===== src/rtl/seg_scan_driver.sv =====
// N-digit multiplexed 7-segment driver: sequential binary-to-BCD conversion,
// leading-zero blanking, per-digit dots, PWM brightness and overflow dashes.
module seg_scan_driver #(
    parameter int N_DIG       = 4,
    parameter int BIN_W       = 14,
    parameter int CLK_HZ      = 50_000_000,
    parameter int SCAN_HZ     = 1000,
    parameter int ACT_LOW_SEG = 1,
    parameter int ACT_LOW_DIG = 1
) (
    input  logic             FPGA_CLK,
    input  logic             rst_butt,
    input  logic [BIN_W-1:0] bin_in,
    input  logic             load,
    output logic             busy,
    input  logic             lzb_en,
    input  logic [N_DIG-1:0] dot_mask,
    input  logic [3:0]       bright,
    output logic             ovf,
    output logic [6:0]       seg,
    output logic             dot,
    output logic [N_DIG-1:0] dig_en
);

    localparam int DIV    = CLK_HZ / SCAN_HZ;
    localparam int PH_DIV = DIV / 16;
    localparam int PRE_W  = (PH_DIV > 1) ? $clog2(PH_DIV) : 1;
    localparam int IDX_W  = $clog2(N_DIG);
    localparam int CNT_W  = $clog2(BIN_W);
    localparam int BCD_W  = 4 * N_DIG;

    function automatic logic [63:0] pow10(input int n);
        logic [63:0] r;
        r = 64'd1;
        for (int i = 0; i < n; i++) r = r * 64'd10;
        return r;
    endfunction

    localparam logic [63:0]      LIMIT   = pow10(N_DIG);
    localparam logic [6:0]       SEG_OFF = (ACT_LOW_SEG != 0) ? 7'h7F : 7'h00;
    localparam logic             DOT_OFF = (ACT_LOW_SEG != 0);
    localparam logic [N_DIG-1:0] DIG_OFF = (ACT_LOW_DIG != 0) ? '1 : '0;

    function automatic logic [BCD_W-1:0] dabble_adj(input logic [BCD_W-1:0] b);
        logic [BCD_W-1:0] r;
        r = b;
        for (int i = 0; i < N_DIG; i++)
            if (b[4*i +: 4] >= 4'd5) r[4*i +: 4] = b[4*i +: 4] + 4'd3;
        return r;
    endfunction

    // Active-high {g,f,e,d,c,b,a}
    function automatic logic [6:0] seg_decode(input logic [3:0] n);
        case (n)
            4'd0: seg_decode = 7'h3F;
            4'd1: seg_decode = 7'h06;
            4'd2: seg_decode = 7'h5B;
            4'd3: seg_decode = 7'h4F;
            4'd4: seg_decode = 7'h66;
            4'd5: seg_decode = 7'h6D;
            4'd6: seg_decode = 7'h7D;
            4'd7: seg_decode = 7'h07;
            4'd8: seg_decode = 7'h7F;
            4'd9: seg_decode = 7'h6F;
            default: seg_decode = 7'h00;
        endcase
    endfunction

    typedef enum logic [1:0] {S_IDLE, S_CONV, S_COMMIT} state_t;

    state_t           state_q;
    logic             busy_q, ovf_q, ovf_pend_q;
    logic [CNT_W-1:0] cnt_q;
    logic [BIN_W-1:0] sh_q;
    logic [BCD_W-1:0] bcd_q, bcd_adj_d, disp_q;

    assign bcd_adj_d = dabble_adj(bcd_q);

    always_ff @(posedge FPGA_CLK or posedge rst_butt) begin
        if (rst_butt) begin
            state_q <= S_IDLE;
            busy_q  <= 1'b0;
            cnt_q   <= '0;
            ovf_q   <= 1'b0;
            disp_q  <= '0;
        end else begin
            case (state_q)
                S_IDLE: if (load) begin
                    state_q <= S_CONV;
                    busy_q  <= 1'b1;
                    cnt_q   <= '0;
                end
                S_CONV: begin
                    cnt_q <= cnt_q + CNT_W'(1);
                    if (cnt_q == CNT_W'(BIN_W - 1)) state_q <= S_COMMIT;
                end
                S_COMMIT: begin
                    disp_q  <= bcd_q;
                    ovf_q   <= ovf_pend_q;
                    busy_q  <= 1'b0;
                    state_q <= S_IDLE;
                end
                default: state_q <= S_IDLE;
            endcase
        end
    end

    // Upper BCD digits beyond N_DIG fall off the top; overflow is decided from the binary value instead.
    always_ff @(posedge FPGA_CLK) begin
        if (state_q == S_IDLE && load) begin
            sh_q       <= bin_in;
            bcd_q      <= '0;
            ovf_pend_q <= (64'(bin_in) >= LIMIT);
        end else if (state_q == S_CONV) begin
            sh_q  <= sh_q << 1;
            bcd_q <= {bcd_adj_d[BCD_W-2:0], sh_q[BIN_W-1]};
        end
    end

    logic [PRE_W-1:0] pre_q;
    logic [3:0]       phase_q;
    logic [IDX_W-1:0] idx_q;
    logic             tick;

    assign tick = (pre_q == PRE_W'(PH_DIV - 1));

    always_ff @(posedge FPGA_CLK or posedge rst_butt) begin
        if (rst_butt) begin
            pre_q   <= '0;
            phase_q <= 4'd0;
            idx_q   <= '0;
        end else if (tick) begin
            pre_q   <= '0;
            phase_q <= phase_q + 4'd1;
            if (phase_q == 4'd15)
                idx_q <= (idx_q == IDX_W'(N_DIG - 1)) ? '0 : idx_q + IDX_W'(1);
        end else begin
            pre_q <= pre_q + PRE_W'(1);
        end
    end

    logic [N_DIG-1:0] blank_d, dig_on_d;
    logic [3:0]       nib_d;
    logic             cur_blank_d, cur_dot_d, lit_d, dot_on_d, hi_zero;
    logic [6:0]       seg_on_d;

    always_comb begin
        blank_d     = '0;
        hi_zero     = lzb_en;
        nib_d       = 4'd0;
        cur_blank_d = 1'b0;
        cur_dot_d   = 1'b0;
        dig_on_d    = '0;
        // Digit 0 is never blanked so a zero value still shows '0'.
        for (int i = N_DIG - 1; i >= 1; i--) begin
            hi_zero    = hi_zero & (disp_q[4*i +: 4] == 4'd0);
            blank_d[i] = hi_zero;
        end
        lit_d = (phase_q < bright);
        for (int i = 0; i < N_DIG; i++) begin
            if (idx_q == IDX_W'(i)) begin
                nib_d       = disp_q[4*i +: 4];
                cur_blank_d = blank_d[i];
                cur_dot_d   = dot_mask[i];
                dig_on_d[i] = lit_d;
            end
        end
        if (ovf_q)            seg_on_d = 7'h40;
        else if (cur_blank_d) seg_on_d = 7'h00;
        else                  seg_on_d = seg_decode(nib_d);
        dot_on_d = cur_dot_d;
        if (!lit_d) begin
            seg_on_d = 7'h00;
            dot_on_d = 1'b0;
        end
    end

    logic [6:0]       seg_q;
    logic             dot_q;
    logic [N_DIG-1:0] dig_q;

    always_ff @(posedge FPGA_CLK or posedge rst_butt) begin
        if (rst_butt) begin
            seg_q <= SEG_OFF;
            dot_q <= DOT_OFF;
            dig_q <= DIG_OFF;
        end else begin
            seg_q <= seg_on_d ^ SEG_OFF;
            dot_q <= dot_on_d ^ DOT_OFF;
            dig_q <= dig_on_d ^ DIG_OFF;
        end
    end

    assign busy   = busy_q;
    assign ovf    = ovf_q;
    assign seg    = seg_q;
    assign dot    = dot_q;
    assign dig_en = dig_q;

endmodule

===== config.mk =====
export PLATFORM = sky130hd
export DESIGN_NAME = seg_scan_driver
export DESIGN_NICKNAME = d
export VERILOG_FILES = /design/src/rtl/seg_scan_driver.sv
export SDC_FILE = /design/constraint.sdc
export NUM_CORES = 1
export LEC_CHECK = 0
export ABC_AREA = 1
export CAP_MARGIN = 20
export CORE_MARGIN = 2
export CORE_UTILIZATION = 40
export DETAILED_ROUTE_END_ITERATION = 16
export GPL_ROUTABILITY_DRIVEN = 0
export SETUP_SLACK_MARGIN = 0.4
export SYNTH_ARGS = -nofsm -noshare
export SYNTH_HDL_FRONTEND = slang
export SYNTH_SLANG_ARGS = --single-unit
export TNS_END_PERCENT = 5

===== constraint.sdc =====
create_clock -name FPGA_CLK -period 2.8 [get_ports FPGA_CLK]
set_input_delay 0.42 -clock FPGA_CLK [delete_from_list [all_inputs] [get_ports FPGA_CLK]]
set_output_delay 0.42 -clock FPGA_CLK [all_outputs]
set_load 0.005 [all_outputs]

Word-level counts from Yosys, hierarchy flattened

Memories as Yosys holds them, arrays and structs flattened.
Index checks and enable logic that the tools add are counted.

Memories kept: 1
Output and inout port bits: 14
Register bits after elaboration: 85
Input bits: 26
ROM bits: 112
Logic and storage cells: 92

Eq/ne operators: 10
Bitwise logic cells: 6
Mux-type cells: 34
Reduce and logical (&&, ||, !) cells: 13
Order comparisons: 6
Add/subtract/negate cells: 8

Memories:

| memory          | depth | width | read ports | clocked after memory_dff | write ports | RTL line | text |
|---|---|---|---|---|---|---|---|
| (no name shown) | 16    | 7     | 1          | 0                        | 0           | 54       | `case (n)` |

Operators by type and width:

| operator              | count |
|---|---|
| $mux 4                | 8 |
| $mux 14               | 2 |
| $mux 7                | 3 |
| $ge 4x3->1 const B    | 4 |
| $ge 14x14->1 const B  | 1 |
| $mux 1                | 13 |
| $add 12x1->12 const B | 1 |
| $add 4x2->4 const B   | 3 |
| $eq 12x12->1 const B  | 1 |
| $logic_not 4->1       | 3 |
| $mux 12               | 1 |
| $add 4x1->4 const B   | 2 |
| $eq 4x4->1 const B    | 2 |
| $pmux 4 s2            | 1 |
| $reduce_and 2->1      | 4 |
| $not 7->7             | 1 |
| $eq 2x2->1 const B    | 3 |
| $mux 2                | 3 |
| $reduce_bool 2->1     | 3 |
| $eq 2x1->1 const B    | 2 |
| $logic_not 2->1       | 2 |
| $lt 4x4->1            | 1 |
| $ne 2x2->1 const B    | 2 |
| $not 4->4             | 1 |
| 8 further kinds       | 10 |

Depth between registers and ports, before layout

Gate-level depths: netlist of the first run.

Word-level depth: 11
Depth in mapped cells: 15
Depth with buffers taken out: 15

Worst setup path before layout of the first run

Ideal clock, no wire load.

Path type: register to register
Start: reg idx_q[0]
End: reg seg_q[3], in the netlist seg[3]
Slack: 0.757 ns
Arrival time: 1.952 ns
Cell stages (with the launch flop): 12
Cell sequence: dfrtp_1 -> inv_1 -> ha_1 -> nand2_1 -> nand2_1 -> o21ai_0 -> o21ai_0 -> o21ai_0 -> ha_1 -> or2_2 -> nand2_1 -> nand3_1

Cells in the longest elaborated chain, start to end: 10
Elaborated cells on any way between the ends: 16
Classes of those cells: eq/ne: 3; mux: 10; bitwise: 1; reduce/logical: 1; memory: 1

RTL lines:

| what                           | RTL line | text |
|---|---|---|
| start, declared                | 122      | `logic [IDX_W-1:0] idx_q;` |
| start signal, assigned         | 136      | `idx_q <= (idx_q == IDX_W'(N_DIG - 1)) ? '0 : idx_q + IDX_W'(1);` |
| $logic_not 2->1                | 161      | `if (idx_q == IDX_W'(i)) begin` |
| $mux 4 (4 in a row)            | 161      |  |
| $mem_v2 16x7                   | n/a      |  |
| $mux 7 (*)                     | 169      | `else if (cur_blank_d) seg_on_d = 7'h00;` |
| $mux 7 (*)                     | 168      | `if (ovf_q) seg_on_d = 7'h40;` |
| $mux 7 (*)                     | 172      | `if (!lit_d) begin` |
| $not 7->7 (no source line) (*) | n/a      |  |
| end signal, assigned           | 188      | `seg_q <= seg_on_d ^ SEG_OFF;` |
| end, declared                  | 178      | `logic [6:0] seg_q;` |

Every way passes the cells marked *; elsewhere a longest branch is shown, timed or not.
A chain may end at the register's enable or synchronous reset.

Worst setup path after layout of the first run

Start: reg idx_q[1]
End: reg seg_q[3], in the netlist seg[3]

Same word-level chain as after synthesis.

==> qor.csv, run 1 <==
stage;metric;value;unit
run_status;status;completed;
critical_path;cp_slowest_cell;dfrtp_1;
sta;max_freq;0.455;GHz
placement;hpwl;5.82;mm
floorplan;die_w;107;um
sta;hold_viol;0;
critical_path;worstPathMaxFanout;6;
sta;timing.setup.tns;0;ns
clock_network;clock_sinks;85;
critical_path;worstPathBufferInverterCount;2;
power_and_ir_drop;power.leakage;0.00241;uW
global_routing;grt_first_pass_wirelength;14.2;mm
final_layout;antenna_cells;0;
clock_network;insertion_delay;0.36;ns
critical_path;crit_path_max_incr_delay;0.42;ns
floorplan;start_util;41.2;%
floorplan;fp-row-count;37;
critical_path;path_class;flop to flop;
synthesis;synth_top_family_by_area;simple AND/OR/NAND/NOR gates;
sta;slew_viol_final;0;
clock_network;cts-root-buf;clkbuf_8;
final_layout;final_util;48.7;%
clock_network;postCtsHoldBufs;0;
synthesis;synth_xor_area_share;1.65;%
sta;finalSetupViolCount;0;
synthesis;synthesis.area;0.00426;mm^2
route;wire_per_inst;11.8;um
critical_path;r2r_slack;0.60;ns
synthesis;synth-simple-area-share;20.7;%
sta;rsz0062_at_grt;false;
final_layout;fin_nets;593;
route;dr.pass1.iters;4;
global_routing;grt_max_degree;25;
route;viasPerCell;4.85;
clock_network;cts_buffers;9;
synthesis;synth_edf_count;15;
clock_network;htreeDepth;3;
final_layout;final_cell_mix;nand2_1 (122), inv_1 (65), o21ai_0 (47), dfrtp_1 (42), clkdlybuf4s50_1 (39);
power_and_ir_drop;power.density;872;mW/mm^2
power_and_ir_drop;peakVddDrop;0.420;mV
critical_path;end_kind;flop;
final_layout;area_growth;18.0;%
final_layout;drive_gt1_share;12.1;%
route;routed_wl;8.04;mm
synthesis;synthMuxAreaShare;0;%
synthesis;async_reset_ff_share;63.5;%
critical_path;cp_top_family;adder cells;
synthesis;yosys_register_bits;85;
sta;period_share;78.5;%
clock_network;cts-resized-gates;0;
synthesis;syn_nets;549;
global_routing;grt_usage;15.4;%
global_routing;overflow;0;
synthesis;postSynthAreaPerCell;8.55;um^2
critical_path;rr_endpoint;seg[3];
clock_network;tritoncts;built;
global_routing;grt_pass1_vias;3233;
worst_hold_path;hold_path_class;input port to async pin;
placement;io_buffers;39;
synthesis;synth-compound-area-share;12.3;%
critical_path;reg2reg_from;idx_q[1];
floorplan;coreArea;0.0103;mm^2
synthesis;yosys_warnings;0;
final_layout;final_common_cell;nand2_1;
critical_path;cp-start-kind;flop;
sta;slew-limit-headroom;67.4;%
synthesis;synthAdderAreaFrac;7.35;%
route;vias;3312;
job;cap_violations;0;
synthesis;synthFlopType;dfrtp_1;
sta;fin_crit;2.20;ns
synthesis;ys_seq_area_share;50.2;%
critical_path;arrival;2.48;ns
clock_network;cts_setup_buffers;0;
floorplan;die_y;107;um
route;drt_iter0_drc;131;
clock_network;cts.path.max_buffers;2;
floorplan;die_area;0.0115;mm^2
route;drcViolationCount;0;
clock_network;clk_pin_slew;0.09;ns
sta;worstMarginPinSlew;0.488;ns
critical_path;path_cells;inv_1 > ha_1 > inv_2 > o21ai_0 > o21ai_0 > o21ai_1 > ha_1 > or2_2 > nand2_1 > nand3_1;
synthesis;netlist_instances;498;
global_routing;antenna_found_initial;0;
critical_path;r2r_cells;10;
synthesis;yosysUniqueCellTypes;38;
sta;finClkSkew;0.0125;ns
floorplan;ios;40;
route;drtAntennaViolNets;0;
critical_path;worstPathRequired;3.08;ns
synth_stat cells, types with 8 or more instances:
library cell	instances	area, um^2
nor2_1	22	82.6
nand2_1	122	458
o21ai_0	48	240
o21ai_1	10	50.1
nand3_1	30	150
a21oi_1	26	130
dfrtp_1	42	1050
inv_1	66	248
ha_1	25	313
edfxtp_1	15	450
dfstp_2	12	315
dfxtp_1	16	320
xor2_1	8	70.1
state kept, by name, indices dropped and copies added, names as in the netlist, 4 cells and up:
register  cells
seg           7
pre_q        12
dig_en        4
disp_q       16
phase_q       4
sh_q         14
cnt_q         4
bcd_q        16
metal layers:
layer | track usage [%] | vias to the layer above | routed length, um
li1 | - | 1693 | -
met1 | 20.1 | 1536 | 3940
met4 | 7.14 | 0 | 167
met3 | 3.22 | 16 | 335
met5 | 0 | - | 0
met2 | 24.5 | 67 | 3590
per-stage QoR:
stage / instances / worst slack, ns / cell area [um^2] / power [uW] / hold slack, ns
6_report: 683 / 0.601 / 5020 / 4380 / 0.368
5_1_grt: 683 / 0.420 / 5020 / 4770 / 0.403
4_1_cts: 683 / 0.505 / 5020 / 4430 / 0.379
3_5_place_dp: 667 / 0.509 / 4800 / 3450 / 0.458
3_3_place_gp: 667 / 0.595 / 4800 / 3420 / 0.452
2_1_floorplan: 498 / 0.757 / 4260 / 2980 / 0.428
how the worst max path moves through the flow:
stage,slack (ns),cells past startpoint,end,from
6_report,0.60,10,seg[3],idx_q[1]
5_1_grt,0.42,11,seg[3],idx_q[0]
4_1_cts,0.50,11,seg[3],idx_q[1]
3_5_place_dp,0.51,11,seg[3],idx_q[0]
3_3_place_gp,0.59,11,seg[3],idx_q[0]
2_1_floorplan,0.76,11,seg[3],idx_q[0]
cell families after synthesis:
group | after synthesis
simple gates | 201
fa+ha+maj | 25
flops | 85
compound gates | 95
xor+xnor | 8
buf+inv | 84
worst reg2reg max path: cells and delay by family (launching register included):
kind / cells / cell delay (ns)
adder cells (fa/ha/maj): 2 / 0.57
buffers and inverters: 2 / 0.19
AO/OA/AOI/OAI: 3 / 0.51
AND/OR/NAND/NOR: 3 / 0.44
flip-flops: 1 / 0.42
power by group:
part | internal, uW | total [uW] | switching [uW]
Sequential | 1740 | 1980 | 244
Clock | 518 | 962 | 444
Combinational | 586 | 1430 | 847
layout make-up:
type | instances | area [um^2]
sequential | 85 | 2140
clock buffer | 12 | 176
fill | 996 | 5300
tap | 136 | 170
clock inverter | 4 | 50.0
inverter | 73 | 274
multi-input combinational | 329 | 1790
timing repair buffer | 44 | 428
No activity file was read; power rests on OpenSTA's default activity.
==> run 2, diff against run 1 <==
clock period = 2 ns   (was 2.8 ns; I/O delays follow)
==> run 2 against run 1 <==
Wire length increased by 1.3%. Combinational power up 50%. Via count shrank 0.39%. Final cell count is 1.6% higher. Clock skew fell by 0.0041 ns. Sequential share of layout area fell by 1.8 points. Core utilization increased by 2.2 points. Flip-flop and latch count stayed put. Hold slack worse by 0.080 ns. First-iteration DRC count down 7.6%. Critical endpoint unchanged. Highest routed layer unchanged.
==> qor.csv, run 2 (synthesis results as in run 1) <==
stage;metric;value;unit;change
run_status;status;completed;;
critical_path;r2r_cells;11;;+1
global_routing;overflow;0;;unchanged
floorplan;die_w;107;um;unchanged
clock_network;cts.path.max_buffers;2;;unchanged
sta;period_share;94.2;%;+16 points
final_layout;fin_cells;694;;+1.6%
global_routing;grt_max_degree;29;;+16%
clock_network;cts-root-buf;clkbuf_8;;
final_layout;drive_gt1_share;18.1;%;+6.0 points
route;drcViolationCount;0;;unchanged
critical_path;r2r_slack;0.12;ns;-0.48 ns
critical_path;worstPathBufferInverterCount;1;;-1
clock_network;tritoncts;built;;
placement;hpwl;5.93;mm;+1.9%
worst_hold_path;hold_path_class;input port to async pin;;
placement;io_buffers;39;;unchanged
critical_path;cp_slowest_cell;dfrtp_2;;
sta;worstMarginPinSlew;0.491;ns;+0.00261 ns
clock_network;cts_buffers;9;;unchanged
critical_path;path_cells;inv_4 > ha_4 > nand2_2 > nand2_1 > o21ai_1 > o21ai_1 > o21ai_2 > ha_1 > or2_4 > nand2_2 > nand3_1;;
route;wire_per_inst;11.7;um;-0.26%
critical_path;arrival;2.16;ns;-0.32 ns
route;drt_iter0_drc;121;;-7.6%
power_and_ir_drop;peakVddDrop;0.596;mV;+42%
route;dr.pass1.iters;4;;unchanged
floorplan;coreArea;0.0103;mm^2;unchanged
critical_path;reg2reg_from;idx_q[0];;
route;vias;3299;;-0.39%
floorplan;die_area;0.0115;mm^2;unchanged
power_and_ir_drop;power.leakage;0.00252;uW;+4.4%
final_layout;area_growth;23.4;%;
sta;timing.setup.tns;0;ns;unchanged
sta;finClkSkew;0.00838;ns;-0.00413 ns
route;viasPerCell;4.75;;-2.0%
sta;rsz0062_at_grt;true;;
power_and_ir_drop;power.density;1150;mW/mm^2;+32%
global_routing;grt_usage;15.8;%;+0.35 points
floorplan;fp-row-count;37;;unchanged
critical_path;worstPathRequired;2.27;ns;-0.81 ns
route;drtAntennaViolNets;0;;unchanged
critical_path;worstPathMaxFanout;5;;-1
global_routing;grt_pass1_vias;3254;;+0.65%
sta;hold_viol;0;;unchanged
sta;fin_crit;1.88;ns;-0.316 ns
sta;finalSetupViolCount;0;;unchanged
global_routing;grt_first_pass_wirelength;14.4;mm;+1.2%
sta;max_freq;0.531;GHz;+17%
clock_network;insertion_delay;0.35;ns;about the same
floorplan;die_y;107;um;unchanged
final_layout;final_cell_mix;nand2_1 (115), inv_1 (59), o21ai_0 (45), dfrtp_1 (40), nand3_1 (29);;
critical_path;path_class;flop to flop;;
final_layout;reg_top3;bcd_q x16, disp_q x16, sh_q x14;;
critical_path;crit_path_max_incr_delay;0.46;ns;+0.04 ns
clock_network;htreeDepth;3;;unchanged
clock_network;clk_pin_slew;0.08;ns;about the same
sta;slew-limit-headroom;67.2;%;-0.17 points
clock_network;clock_sinks;85;;unchanged
final_layout;fin_nets;604;;+1.9%
floorplan;ios;40;;unchanged
final_layout;final_common_cell;nand2_1;;
floorplan;start_util;41.2;%;unchanged
critical_path;cp-start-kind;flop;;
critical_path;cp_top_family;simple AND/OR/NAND/NOR gates;;
placement;dp.cells;673;;+0.90%
job;cap_violations;0;;unchanged
final_layout;fillers;968;;-2.8%
critical_path;rr_endpoint;seg[3];;
final_layout;regArea;0.00214;mm^2;+0.12%
critical_path;end_kind;flop;;
global_routing;antenna_found_initial;0;;unchanged
sta;slew_viol_final;0;;unchanged
final_layout;multi_input_area;0.00191;mm^2;+6.8%
route;routed_wl;8.14;mm;+1.3%
final_layout;antenna_cells;0;;unchanged
-- run 2: cell types whose count changed in the layout (fill, tap and decap cells not counted), moves of 6 or more --
cell and delta:
nand2_1 -7, buf_4 +9, inv_1 -6, ha_1 -8, clkdlybuf4s50_1 -13, dlymetal6s2s_1 +13, nand2_2 +7
-- run 2: layer usage --
layer	wire length (um)	track usage, %
met5	0	0
met4	229	8.53
met3	370	2.92
met2	3670	25.7
met1	3870	19.8
-- run 2: timing repair --
item                       CTS  global route
pin swaps                    2             7
setup endpoints to repair   19            23
resized for setup            3            30
setup buffers                5             0
hold buffers                 0             0
-- run 2: power by group --
group	switching [uW]	leakage, uW	internal [uW]
logic	1220	0.00150	928
clock network	583	0.0000929	562
registers	331	0.000930	2440
-- run 2: worst reg2reg max path: cells and delay by family (launching register included) --
| kind | cells | cell delay, ns |
|---|---|---|
| buf+inv | 1 | 0.10 |
| simple gates | 5 | 0.47 |
| flops | 1 | 0.46 |
| compound gates | 3 | 0.34 |
| fa+ha+maj | 2 | 0.46 |
-- run 2: how the worst max path moves through the flow --
| stage | startpoint | endpoint | slack, ns | depth (start not counted) |
|---|---|---|---|---|
| floorplan | idx_q[0] | seg[3] | 0.21 | 11 |
| global placement | bright[3] | seg[0] | 0.12 | 9 |
| detailed placement | idx_q[1] | seg[3] | 0.04 | 11 |
| CTS | idx_q[1] | seg[3] | 0.10 | 11 |
| global route | idx_q[1] | seg[6] | 0.002 | 14 |
| finish | idx_q[0] | seg[3] | 0.12 | 11 |
-- run 2: through the flow --
stage	hold WS (ns)	total power (uW)	setup WS, ns	instance area [um^2]	utilization [%]
floorplan	0.408	4210	0.207	4330	-
global placement	0.448	4900	0.120	4930	47.8
detailed placement	0.457	4960	0.0392	4930	47.8
CTS	0.294	6140	0.103	5160	50.0
global route	0.334	6610	0.00154	5250	50.9
finish	0.288	6060	0.117	5250	50.9
-- run 2: area by class of cell --
class	count	area share, %
Sequential cell	85	40.7
Multi-Input combinational cell	329	36.3
Timing Repair Buffer	55	10.8
Inverter	73	5.41
Clock buffer	15	3.38
Tap cell	136	3.24
Clock inverter	1	0.0953
==> run 3, diff against run 2 <==
SLEW_MARGIN = 20   (was not set)
==> results of run 3 <==
Same layout as run 2: the final DEF is identical, and so are final timing and power.
